File: src/rtl/arith_logic_unit_pkg.sv
// Shared widths and opcode encodings for the 19-bit datapath ALU.
package arith_logic_unit_pkg;

  localparam int WORD_SIZE   = 19;
  localparam int OPCODE_SIZE = 5;

  typedef logic [WORD_SIZE-1:0]   word_t;
  typedef logic [OPCODE_SIZE-1:0] opcode_t;

  localparam word_t WORD_ZERO = {WORD_SIZE{1'b0}};
  localparam word_t WORD_ONES = {WORD_SIZE{1'b1}};
  localparam word_t WORD_ONE  = {{(WORD_SIZE-1){1'b0}}, 1'b1};

  localparam opcode_t ADD = 5'd0;
  localparam opcode_t SUB = 5'd1;
  localparam opcode_t MUL = 5'd2;
  localparam opcode_t DIV = 5'd3;
  localparam opcode_t INC = 5'd4;
  localparam opcode_t DEC = 5'd5;
  localparam opcode_t AND = 5'd6;
  localparam opcode_t OR  = 5'd7;
  localparam opcode_t XOR = 5'd8;
  localparam opcode_t NOT = 5'd9;

endpackage

File: src/rtl/alu_divider.sv
// Combinational unsigned restoring divider; a zero divisor yields an all-ones quotient.
module alu_divider
  import arith_logic_unit_pkg::*;
(
  input  logic [WORD_SIZE-1:0] dividend,
  input  logic [WORD_SIZE-1:0] divisor,
  output logic [WORD_SIZE-1:0] quotient
);

  logic [WORD_SIZE-1:0] rem_s;
  logic [WORD_SIZE-1:0] quo_s;
  logic [WORD_SIZE:0]   trial_s;

  // One restoring step per dividend bit, MSB first; remainder stays below divisor.
  always_comb begin
    rem_s   = WORD_ZERO;
    quo_s   = WORD_ZERO;
    trial_s = {1'b0, WORD_ZERO};
    for (int i = WORD_SIZE - 1; i >= 0; i--) begin
      trial_s = {rem_s, dividend[i]};
      if (trial_s >= {1'b0, divisor}) begin
        trial_s  = trial_s - {1'b0, divisor};
        quo_s[i] = 1'b1;
      end else begin
        quo_s[i] = 1'b0;
      end
      rem_s = trial_s[WORD_SIZE-1:0];
    end
  end

  always_comb begin
    if (divisor == WORD_ZERO) begin
      quotient = WORD_ONES;
    end else begin
      quotient = quo_s;
    end
  end

endmodule

File: src/rtl/arith_logic_unit.sv
// 19-bit ALU: combinational operation select feeding one result register.
module arith_logic_unit
  import arith_logic_unit_pkg::*;
(
  input  logic                   clk,
  input  logic                   reset,
  input  logic [WORD_SIZE-1:0]   reg_data_1,
  input  logic [WORD_SIZE-1:0]   reg_data_2,
  input  logic [OPCODE_SIZE-1:0] ALU_control,
  output logic [WORD_SIZE-1:0]   result
);

  logic [WORD_SIZE-1:0] quotient_s;
  logic [WORD_SIZE-1:0] result_d;
  logic [WORD_SIZE-1:0] result_q;

  alu_divider u_divider (
    .dividend (reg_data_1),
    .divisor  (reg_data_2),
    .quotient (quotient_s)
  );

  // Arithmetic wraps modulo 2^WORD_SIZE; unassigned opcodes produce zero.
  always_comb begin
    result_d = WORD_ZERO;
    unique case (ALU_control)
      ADD:     result_d = reg_data_1 + reg_data_2;
      SUB:     result_d = reg_data_1 - reg_data_2;
      MUL:     result_d = reg_data_1 * reg_data_2;
      DIV:     result_d = quotient_s;
      INC:     result_d = reg_data_1 + WORD_ONE;
      DEC:     result_d = reg_data_1 - WORD_ONE;
      AND:     result_d = reg_data_1 & reg_data_2;
      OR:      result_d = reg_data_1 | reg_data_2;
      XOR:     result_d = reg_data_1 ^ reg_data_2;
      NOT:     result_d = ~reg_data_1;
      default: result_d = WORD_ZERO;
    endcase
  end

  always_ff @(posedge clk) begin
    if (reset) begin
      result_q <= WORD_ZERO;
    end else begin
      result_q <= result_d;
    end
  end

  assign result = result_q;

endmodule

File: config.mk
export PLATFORM = sky130hd
export DESIGN_NAME = arith_logic_unit
export DESIGN_NICKNAME = d
export VERILOG_FILES = /design/src/rtl/arith_logic_unit_pkg.sv /design/src/rtl/alu_divider.sv /design/src/rtl/arith_logic_unit.sv
export SDC_FILE = /design/constraint.sdc
export NUM_CORES = 1
export LEC_CHECK = 0
export ABC_AREA = 1
export CORE_MARGIN = 2
export CORE_UTILIZATION = 65
export CTS_BUF_LIST = sky130_fd_sc_hd__clkbuf_2 sky130_fd_sc_hd__clkbuf_4 sky130_fd_sc_hd__clkbuf_8
export DETAILED_ROUTE_END_ITERATION = 12
export PLACE_DENSITY = 0.83
export SYNTH_ARGS = -nofsm -noshare
export SYNTH_HDL_FRONTEND = slang
export SYNTH_SLANG_ARGS = --single-unit
export TNS_END_PERCENT = 50
File: constraint.sdc
create_clock -name clk -period 87.2 [get_ports clk]
set_input_delay 17.44 -clock clk [delete_from_list [all_inputs] [get_ports clk]]
set_output_delay 17.44 -clock clk [all_outputs]
set_load 0.1 [all_outputs]
==> flow_summary_export.csv, run 1 <==
group,metric,value,unit
run_status,outcome,"completed",
global_route,grt_overflow,0,
floorplanning,fp.dieW,211.8,µm
yosys,synth_edf_count,0,
yosys,async_reset_ff_frac,0,
yosys,synth_largest_area_cell,"ha_1",
finish,nets,5099,
placement,dp.cells,5012,
floorplanning,top_level_ports,64,
finish,layout_commonest_cell,"nand2_1",
critical_path,cp.buffers_inverters,21,
floorplanning,die_area,44870,µm²
detailed_routing,routed_wl,86450,µm
yosys,seq_area_frac_synth,0.01355,
timing,setup_violations,0,
critical_path,max_stage_delay,0.83,ns
yosys,synth_flop_cell,"dfxtp_1",
cts,clkSinkCount,19,
finish,largest_reg_flops,19,
hold_path,hold_path.class,"in -> reg",
yosys,synth_top_area_share,0.2143,
placement,gp_congestion,1.040,
yosys,ys_top_cells_by_area,"ha_1 21%, nand2_1 15%, fa_1 10%",
detailed_routing,vias_per_cell,5.845,
detailed_routing,wl_per_cell,17.24,µm
critical_path,cpMaxStageDelayCell,"a21oi_1",
global_route,grt_max_degree,42,
yosys,ys_seq_elements,19,
detailed_routing,drt_iter0_markers,2699,
yosys,synthesis.area,28080,µm²
finish,fin_cells,5016,
timing,min_period,78.07,ns
detailed_routing,drc,0,
detailed_routing,vias,29320,
critical_path,worstSetupPathType,"in -> reg",
global_route,grt_pass1_wl,139300,µm
finish,syn_to_final_growth,3.975,%
cts,clk_pin_slew,0.11,ns
cts,htree_levels,1,
timing,tightest_slew,1.068,ns
yosys,postSynthCellCount,4426,
cts,clockBufferDepth,2,
floorplanning,core,42890,µm²
critical_path,required,87.38,ns
timing,slew_viol_final,0,
critical_path,arrival,78.25,ns
placement,portBuffers,63,
finish,final_cell_mix,"1097 x nand2_1, 681 x inv_1, 481 x ha_1, 336 x a21oi_1, 273 x o21ai_0",
global_route,grt.total_usage,0.3856,
critical_path,critPathCaptureType,"flip-flop",
finish,num_antenna_cells,0,
timing,fin_crit_sh,0.8953,
timing,slew_headroom,0.2825,
yosys,postSynthAreaPerCell,6.344,µm²
cts,cts_made_buffers,3,
run,drv_cap,0,
timing,fmax,12.81,MHz
cts,cts_setup_buffers,0,
detailed_routing,antenna_left,0,
cts,cts_resized,0,
finish,drive_gt1_frac,0.04333,
placement,dp.final_hpwl,67480,µm
yosys,synth_nets,5093,
floorplanning,rows,76,
timing,hold_violations,0,
cts,cts_tree,"built",
yosys,ys_warn_count,0,
global_route,grt_antenna_before_repair,3,
critical_path,cp_common_cell,"nand2_1",
cts,clockRootBuffer,"clkbuf_8",
floorplanning,initial_utilization,0.6547,
detailed_routing,drt_first_pass_iters,8,
yosys,synth.distinct_cells,61,
critical_path,critPathTopFamily,"compound AO/OA/AOI/OAI gates",
critical_path,worst_setup_path_start_kind,"input pin",
floorplanning,dieHeight,211.8,µm
timing,setup_tns,0,ns
cts,cts_hold_buf,0,
critical_path,crit_fanout,29,
timing,rsz0062_at_grt,"false",
global_route,grt_pass1_vias,27840,
Yosys cell counts (22+ instances only):
| library cell | count |
|---|---|
| nand2_1 | 1097 |
| inv_1 | 681 |
| ha_1 | 481 |
| a21oi_1 | 336 |
| o21ai_0 | 273 |
| nand3_1 | 241 |
| nor2_1 | 211 |
| xor2_1 | 192 |
| fa_1 | 141 |
| xnor2_1 | 129 |
| o21ai_1 | 62 |
| o21bai_1 | 52 |
| clkbuf_1 | 41 |
| nor3_1 | 39 |
| nand2_2 | 35 |
| nand4_1 | 34 |
| buf_2 | 28 |
| a31oi_1 | 23 |
| buf_4 | 22 |
| o21ai_2 | 22 |
area by class of cell:
cell class / count / area [µm²]
flip-flops and latches: 19 / 380.4
clock buffers: 4 / 48.80
fillers: 4008 / 13690
multi-input cells: 3591 / 24390
inverters: 707 / 2664
well taps: 585 / 732.0
repair buffers: 110 / 973.4
final timing paths:
| check | startpoint | endpoint | slack [ns] | depth (start not counted) |
|---|---|---|---|---|
| setup / recovery | reg_data_2[11] | result[0]$_SDFF_PP0_ | 9.13 | 324 |
| hold / removal | reset | result[12]$_SDFF_PP0_ | 17.94 | 3 |
per-stage QoR:
step	utilization	instance area [µm²]	hold WS [ns]	setup slack, ns
final	0.6807	29190	17.94	9.130
after CTS	0.6807	29190	17.93	10.09
after global routing	0.6807	29190	17.94	2.381
after detailed placement	0.6796	29140	18.25	9.834
after floorplan	-	28080	17.67	20.22
after global placement	0.6796	29140	18.24	12.04
metal layers:
metal  track usage  routed length [µm]  up-vias
met5             0                  25        -
met4        0.1979                5356        4
met3       0.07254                7916      345
met2        0.6315               37430     1274
met1        0.4829               35720    13160
li1              -                   -    14540
cells by family after synthesis:
| group | synth area share |
|---|---|
| AO/OA/AOI/OAI | 0.1832 |
| XOR/XNOR | 0.1001 |
| adder cells (fa/ha/maj) | 0.3149 |
| buffers and inverters | 0.1177 |
| flip-flops | 0.01355 |
| AND/OR/NAND/NOR | 0.2705 |
Power of run 1 is left out: the tool's default activity adds up to more than one toggle a clock period on the data nets, which glitch-free logic cannot reach.
==> inputs of run 2 (changes only) <==
--- a/config.mk
+++ b/config.mk
@@ -10,7 +10,7 @@
 export CORE_UTILIZATION = 65
 export CTS_BUF_LIST = sky130_fd_sc_hd__clkbuf_2 sky130_fd_sc_hd__clkbuf_4 sky130_fd_sc_hd__clkbuf_8
 export DETAILED_ROUTE_END_ITERATION = 12
-export PLACE_DENSITY = 0.83
+export PLACE_DENSITY = 0.92
 export SYNTH_ARGS = -nofsm -noshare
 export SYNTH_HDL_FRONTEND = slang
 export SYNTH_SLANG_ARGS = --single-unit
==> flow_summary_export.csv, run 2 (synthesis gave the netlist of run 1 again) <==
group,metric,value,unit
run,drv_cap,0,
timing,rsz0062_at_grt,"false",
cts,clk_pin_slew,0.09,ns
detailed_routing,drt_iter0_markers,2732,
timing,setup_violations,0,
detailed_routing,drt_first_pass_iters,8,
cts,cts_setup_buffers,0,
cts,clockBufferDepth,2,
critical_path,worstSetupPathType,"in -> reg",
finish,fillers,3699,
run_status,outcome,"completed",
global_route,grt_antenna_before_repair,5,
detailed_routing,antenna_left,0,
global_route,grt_overflow,0,
placement,dp.final_hpwl,67620,µm
cts,cts_made_buffers,3,
critical_path,critPathCaptureType,"flip-flop",
timing,fmax,12.75,MHz
floorplanning,die_area,44870,µm²
detailed_routing,wl_met2,36880,µm
finish,nets,5098,
timing,slew_viol_final,0,
detailed_routing,vias,29800,
cts,clkSinkCount,19,
detailed_routing,vias_per_cell,5.939,
timing,setup_tns,0,ns
floorplanning,core,42890,µm²
floorplanning,rows,76,
cts,cts_tree,"built",
cts,cts_resized,0,
global_route,grt_pass1_wl,141600,µm
finish,drive_gt1_frac,0.04312,
critical_path,required,87.35,ns
hold_path,min_path_cells,5,
global_route,grt_pass1_vias,28780,
timing,hold_violations,0,
cts,htree_levels,1,
critical_path,cpMaxStageDelayCell,"a21oi_1",
detailed_routing,routed.top_layer,"met5",
global_route,grt_max_degree,42,
finish,final_cell_mix,"1097 x nand2_1, 681 x inv_1, 481 x ha_1, 336 x a21oi_1, 273 x o21ai_0",
placement,gp_congestion,1.011,
detailed_routing,drc,0,
finish,layout_commonest_cell,"nand2_1",
cts,cts_hold_buf,0,
timing,holdWs,18.18,ns
detailed_routing,m1WireLength,33650,µm
floorplanning,initial_utilization,0.6547,
detailed_routing,wl_per_cell,17.30,µm
timing,tightest_slew,1.105,ns
hold_path,hp-start,"reg_data_1[5]",
global_route,grt.total_usage,0.3913,
timing,fin_crit_sh,0.8995,
critical_path,crit_fanout,29,
floorplanning,top_level_ports,64,
hold_path,hold-path-endpoint,"result[5]$_SDFF_PP0_",
floorplanning,fp.dieW,211.8,µm
detailed_routing,routed_wl,86790,µm
finish,largest_reg_flops,19,
critical_path,arrival,78.59,ns
critical_path,max_stage_delay,0.78,ns
finish,syn_to_final_growth,3.966,%
cts,clockRootBuffer,"clkbuf_8",
detailed_routing,dr_wl_met3,9175,µm
floorplanning,dieHeight,211.8,µm
timing,slew_headroom,0.2578,
critical_path,cp_common_cell,"nand2_1",
placement,portBuffers,63,
hold_path,hold_path.class,"in -> reg",
timing,min_period,78.44,ns
critical_path,worst_setup_path_start_kind,"input pin",
## run 2: cell types whose count changed in the layout (fill, tap and decap cells not counted)
cell,change
buf_4,-1
diode_2,+2
## run 2: routing by layer
| layer | GRT usage | vias to the layer above |
|---|---|---|
| met4 | 0.2576 | 2 |
| met2 | 0.6312 | 1428 |
| li1 | - | 14540 |
| met5 | 0 | - |
| met3 | 0.08471 | 503 |
| met1 | 0.4697 | 13330 |
## run 2: area by class of cell
class | instances | area [µm²] | share of cell area
inverter | 707 | 2664 | 0.09126
multi-input combinational | 3591 | 24390 | 0.8357
timing repair buffer | 109 | 965.9 | 0.03309
clock buffer | 4 | 48.80 | 0.001672
sequential | 19 | 380.4 | 0.01303
tap | 585 | 732.0 | 0.02508
antenna | 2 | 5.005 | 0.0001715
## run 2: how the worst max path moves through the flow
stage              startpoint                    to  slack [ns]  cells past startpoint
3_5_place_dp   reg_data_2[16]  result[0]$_SDFF_PP0_        9.72                    324
5_1_grt        reg_data_2[11]  result[0]$_SDFF_PP0_        1.77                    322
4_1_cts        reg_data_2[16]  result[0]$_SDFF_PP0_        9.86                    324
2_1_floorplan  reg_data_2[15]  result[0]$_SDFF_PP0_       20.22                    350
3_3_place_gp   reg_data_2[16]  result[0]$_SDFF_PP0_       12.33                    322
6_report       reg_data_2[16]  result[0]$_SDFF_PP0_        8.76                    324
## run 2: worst max-delay path, delay by kind of cell
kind            cells  cell delay, ns
simple gates      127           14.46
fa+ha+maj          18            5.99
compound gates    156           32.53
buf+inv            23            7.98
## run 2: per-stage QoR
step                      std cells  worst slack, ns  utilization  cell area, µm²
after floorplan                4426            20.22            -           28080
after global placement         5011            12.33       0.6794           29140
after detailed placement       5011            9.717       0.6794           29140
after CTS                      5015            9.861       0.6805           29190
after global routing           5017            1.772       0.6807           29190
final                          5017            8.763       0.6807           29190
Power of run 2 is left out for the same reason.
